$ cat src/rtl/uart_rx.sv
// UART receiver, 8N1, LSB first.
// Turns the asynchronous serial line into a one-cycle rx_done strobe with the
// received byte on rx_data, or a one-cycle frame_err strobe on a low stop bit.
module uart_rx #(
    parameter int unsigned CLKS_PER_BIT = 868
) (
    input  logic       clk,
    input  logic       rst_n,
    input  logic       rx,
    output logic       rx_done,
    output logic [7:0] rx_data,
    output logic       frame_err,
    output logic       rx_busy
);

    localparam int unsigned CNT_W  = 16;
    localparam int unsigned IDX_W  = 3;
    localparam int unsigned DATA_W = 8;

    // Mid-start check point and full-bit sample point of the bit-time counter
    localparam logic [CNT_W-1:0] HALF_LAST = CNT_W'((CLKS_PER_BIT / 2) - 1);
    localparam logic [CNT_W-1:0] BIT_LAST  = CNT_W'(CLKS_PER_BIT - 1);
    localparam logic [IDX_W-1:0] IDX_LAST  = IDX_W'(DATA_W - 1);

    typedef enum logic [2:0] {
        IDLE,
        START,
        DATA,
        STOP,
        BRK
    } state_t;

    state_t            state;
    state_t            state_n;
    logic [CNT_W-1:0]  cnt;
    logic [CNT_W-1:0]  cnt_n;
    logic [IDX_W-1:0]  idx;
    logic [IDX_W-1:0]  idx_n;
    logic [DATA_W-1:0] shift;
    logic [DATA_W-1:0] shift_n;
    logic [DATA_W-1:0] data_n;
    logic              done_n;
    logic              ferr_n;

    logic              rx_meta;
    logic              rx_s;

    // Two-flop synchronizer; resets to idle-high so release never looks like a start
    always_ff @(posedge clk or negedge rst_n) begin
        if (!rst_n) begin
            rx_meta <= 1'b1;
            rx_s    <= 1'b1;
        end else begin
            rx_meta <= rx;
            rx_s    <= rx_meta;
        end
    end

    // State, counters, shift register and registered outputs
    always_ff @(posedge clk or negedge rst_n) begin
        if (!rst_n) begin
            state     <= IDLE;
            cnt       <= '0;
            idx       <= '0;
            shift     <= '0;
            rx_data   <= '0;
            rx_done   <= 1'b0;
            frame_err <= 1'b0;
        end else begin
            state     <= state_n;
            cnt       <= cnt_n;
            idx       <= idx_n;
            shift     <= shift_n;
            rx_data   <= data_n;
            rx_done   <= done_n;
            frame_err <= ferr_n;
        end
    end

    // Next-state and next-output decode
    always_comb begin
        state_n = state;
        cnt_n   = cnt;
        idx_n   = idx;
        shift_n = shift;
        data_n  = rx_data;
        done_n  = 1'b0;
        ferr_n  = 1'b0;

        case (state)
            IDLE: begin
                if (!rx_s) begin
                    state_n = START;
                    cnt_n   = '0;
                end
            end

            START: begin
                if (cnt == HALF_LAST) begin
                    cnt_n = '0;
                    idx_n = '0;
                    // A line that is high again by mid-start was only a glitch
                    state_n = rx_s ? IDLE : DATA;
                end else begin
                    cnt_n = cnt + CNT_W'(1);
                end
            end

            DATA: begin
                if (cnt == BIT_LAST) begin
                    cnt_n        = '0;
                    shift_n[idx] = rx_s;
                    if (idx == IDX_LAST) begin
                        state_n = STOP;
                    end else begin
                        idx_n = idx + IDX_W'(1);
                    end
                end else begin
                    cnt_n = cnt + CNT_W'(1);
                end
            end

            STOP: begin
                if (cnt == BIT_LAST) begin
                    cnt_n = '0;
                    if (rx_s) begin
                        done_n  = 1'b1;
                        data_n  = shift;
                        state_n = IDLE;
                    end else begin
                        ferr_n  = 1'b1;
                        state_n = BRK;
                    end
                end else begin
                    cnt_n = cnt + CNT_W'(1);
                end
            end

            BRK: begin
                // Hold off start detection until the line returns high
                if (rx_s) begin
                    state_n = IDLE;
                end
            end

            default: begin
                state_n = IDLE;
                cnt_n   = '0;
                idx_n   = '0;
            end
        endcase
    end

    // Busy decoded from registered state only
    assign rx_busy = (state != IDLE);

endmodule

$ cat config.mk
export PLATFORM = sky130hd
export DESIGN_NAME = uart_rx
export DESIGN_NICKNAME = d
export VERILOG_FILES = /design/src/rtl/uart_rx.sv
export SDC_FILE = /design/constraint.sdc
export NUM_CORES = 1
export LEC_CHECK = 0
export CAP_MARGIN = 5
export CORE_UTILIZATION = 50
export DETAILED_ROUTE_END_ITERATION = 10
export PLACE_DENSITY = 0.72
export SYNTH_ARGS = -nofsm -noshare
export SYNTH_HDL_FRONTEND = slang
export SYNTH_SLANG_ARGS = --single-unit
$ cat constraint.sdc
create_clock -name clk -period 2 [get_ports clk]
set_input_delay 0.6 -clock clk [delete_from_list [all_inputs] [get_ports clk]]
set_output_delay 0.6 -clock clk [all_outputs]
set_load 0.01 [all_outputs]
==> results of run 1 <==
[cells in the final DEF, fill, tap and decap left out, types with 4 or more instances in the layout]
master           Yosys  final
nor2_1              13     13
dfrtp_1             40     40
o21ai_0             14      7
a21oi_1             10      7
buf_4                0     33
nand3_1             11     10
or3_1                5      5
o21ai_1              3      7
clkdlybuf4s50_1      0     11
buf_6                1      9
ha_1                 4      4
clkbuf_8             0      5
mux2_4               0     11
inv_1                7      6
nand2_1             14     14
nor4_4               3      4
[cells by family after synthesis]
| family | count (synthesis) | synth area share (%) |
|---|---|---|
| AOI/OAI and AO/OA | 43 | 12.1 |
| adders and majority gates | 4 | 2.34 |
| and+or+nand+nor | 79 | 23.6 |
| DFF | 42 | 49.3 |
| buffers and inverters | 17 | 3.51 |
| muxes | 15 | 7.91 |
| xor gates and xnor gates | 3 | 1.23 |
[per-layer routing]
metal / wire length [µm] / part of all wire (%) / track usage [%]
met2: 3020 / 53 / 48.6
met1: 2230 / 39 / 29.9
met3: 281 / 4.9 / 6.76
met5: 0 / 0 / 0
met4: 153 / 2.7 / 11.2
[critical path: stages, from the launching register on]
cell	delay, ns
dfrtp_1	0.39
or4_4	0.60
nor4_4	0.21
nand4_1	0.16
buf_6	0.17
nor3b_2	0.21
mux2_4	0.32
[registers in the layout, indices dropped and copies added (netlist names)]
signal / cells
cnt: 16
rx_data: 8
shift: 8
idx: 3
state: 3
frame_err: 1
rx_done: 1
rx_meta: 1
rx_s: 1
[final timing paths]
kind                               from       end  slack [ns]  depth (start not counted)
min in group clk                rx_meta      rx_s        0.36                          0
worst max register to register  cnt[12]  shift[6]       -0.16                          6
worst max-delay path            cnt[12]  shift[6]       -0.16                          6
worst min-delay path              rst_n  shift[1]        0.25                          1
worst min register to register  rx_meta      rx_s        0.36                          0
max in group asynchronous         rst_n      rx_s        1.19                          2
[where the power goes]
| part | internal [W] | switching (W) |
|---|---|---|
| clock network | 0.000374 | 0.000295 |
| registers | 0.000852 | 0.00000470 |
| logic | 0.00000688 | 0.0000180 |
[metrics by stage]
| stage | util [%] | total power (W) | hold WS [ns] | cell area, µm² |
|---|---|---|---|---|
| 6_report | 72.3 | 0.00155 | 0.251 | 2930 |
| 3_3_place_gp | 63.3 | 0.000898 | 0.345 | 2570 |
| 4_1_cts | 69.8 | 0.00155 | 0.270 | 2830 |
| 2_1_floorplan | - | 0.000874 | 0.304 | 2190 |
| 3_5_place_dp | 63.3 | 0.000899 | 0.348 | 2570 |
| 5_1_grt | 72.3 | 0.00159 | 0.285 | 2930 |
[layout make-up]
| type | count | area (µm²) |
|---|---|---|
| clock buffer | 7 | 76.3 |
| clock inverter | 1 | 30.0 |
| fill | 258 | 1120 |
| inverter | 7 | 26.3 |
| multi-input combinational | 145 | 1190 |
| sequential | 42 | 1050 |
| tap | 50 | 62.6 |
| timing repair buffer | 56 | 494 |
[timing repair]
action                     4_1_cts  5_1_grt
setup endpoints to repair       34       41
pin swaps                       21        6
gates cloned                     2        0
gates resized for setup         28       17
setup buffers                    7        3
hold buffers                     0        0
==> summary.md, run 1 <==
| Metric | Value |
|---|---|
| Status | finished, violations left |
| Violations in the final reports | setup timing |
| Critical Path AT | 2.35 ns |
| TritonCTS clock tree | built |
| Yosys Warn Count | 0 |
| Global routing usage summed across all routing layers | 27.0% |
| Area of the mapped netlist | 2140 µm² |
| Net count after synthesis | 210 |
| First-pass GRT wire length | 8870 µm |
| Number of buffers added by the clock tree synthesis step | 5 |
| Number of global-route vias before repair | 1883 |
| I/O pin total | 14 |
| Total count of max-transition violations in the final report | 0 |
| Cells after synthesis | 203 |
| Number of cells in the finished layout apart from fillers | 308 |
| Total congestion overflow | 0 |
| WS Path Type | reg -> reg |
| EDFF count, synth | 0 |
| Number of port buffers | 13 |
| Post-detailed-route via-to-cell ratio | around 6.1 |
| Area enclosed by the die boundary | 4540 µm² |
| Slew headroom | approximately half |
| Largest net degree at the start of global routing | 23 |
| Root buffer cell | clkbuf_8 |
| Final Hold Fails | 0 |
| Number of synthesized register bits | 42 |
| Largest area contributor in the netlist | dfrtp_1 |
| Share of the synthesized area in the top cell type | about 47% |
| Slew of the pin with the lowest slew margin | around 0.76 ns |
| Class of the tightest hold or removal check | in -> async |
| Maximum buffer depth of the clock tree | 2 |
| Die width | 67.4 µm |
| Avg WL per Cell | 18.4 µm |
| Setup Slack @ Placement | -0.209 ns |
| Count of standard-cell rows | 23 |
| Clock network latency to the later pin of the worst-skew pair | 0.30 ns |
| Average cell area after synthesis | 10.5 µm² |
| Total number of vias | 1874 |
| Starting density of the core | 52.6% |
| Synthesis-to-layout area growth | 37.4% |
| Placed Cells incl. Taps | 288 |
| Final routed DRC violation total | 0 |
| Core Area | between 4000 and 5000 µm² |
| Final Worst Setup Slack | -0.162 ns |
| Starting DRT DRC Count | 162 |
| Post-route minimum period | 2.16 ns |
| Number of setup violations in the final report | 34 |
| Final clock skew | 0.00365 ns |
| Fraction of final layout cells with drive strength greater than 1 | between 30 and 40% |
| CP Data Required Time | 2.19 ns |
| Netlist cell types | 46 |
| Sequential element share of the synthesized area | 49.3% |
| RSZ-0062 raised after global routing | yes |
| Setup tns final | -3.25 ns |
| Clock input transition at the sequential cells of the worst setup and hold paths | 0.08 ns |
| Number of nets with antenna violations after routing | 0 |
| Most used DFF post-synth | dfrtp_1 |
| Y dimension of the die | 67.4 µm |
| Highest fanout seen on the critical path | 4 |
| Count of inserted antenna diode cells | 0 |
| Number of antenna violations at the first check in global routing | 0 |
| Net total in the final layout | 264 |
| Largest cells by area after synthesis | dfrtp_1, mux2_2, o21ai_0 |
| Critical path capture point type | register |
| Count of H-tree levels built during CTS | 2 |
| Power Density | 528 nW/µm² |
| Crit share post-route | 108% |
| Wirelength, routed | 5680 µm |
| Peak VDD IR | 0.000311 V |
| Final estimated routing congestion in global placement | 0.913 |
| Highest attainable clock frequency | 463 MHz |
| Half-perimeter wire length after placement | between 3000 and 4000 µm |
| Post-synthesis async set-or-reset flop share | 100% |
| Clock sink count | 42 |
| Worst Setup Start Kind | register |
| Synth top cells by count | dfrtp_1, nand2_1, o21ai_0 |
| Static Leakage | 1.35 nW |
| Leading cell type by number of instances after synthesis | dfrtp_1 |
| DR pass1 iterations | 4 |
| Reported max-cap violation count | 0 |
Power figures use the tool's default switching activity.
==> run 2, diff against run 1 <==
--- a/config.mk
+++ b/config.mk
@@ -8,6 +8,7 @@
 export CAP_MARGIN = 5
 export CORE_UTILIZATION = 50
 export DETAILED_ROUTE_END_ITERATION = 10
+export HOLD_SLACK_MARGIN = 0.03
 export PLACE_DENSITY = 0.72
 export SYNTH_ARGS = -nofsm -noshare
 export SYNTH_HDL_FRONTEND = slang
==> results of run 2 <==
No change in the layout: final DEF, timing and power equal those of run 1.
==> run 3, diff against run 2 <==
--- a/config.mk
+++ b/config.mk
@@ -7,6 +7,7 @@
 export LEC_CHECK = 0
 export CAP_MARGIN = 5
 export CORE_UTILIZATION = 50
+export CTS_CLUSTER_DIAMETER = 120
 export DETAILED_ROUTE_END_ITERATION = 10
 export HOLD_SLACK_MARGIN = 0.03
 export PLACE_DENSITY = 0.72
==> results of run 3 <==
No change in the layout: final DEF, timing and power equal those of run 1.
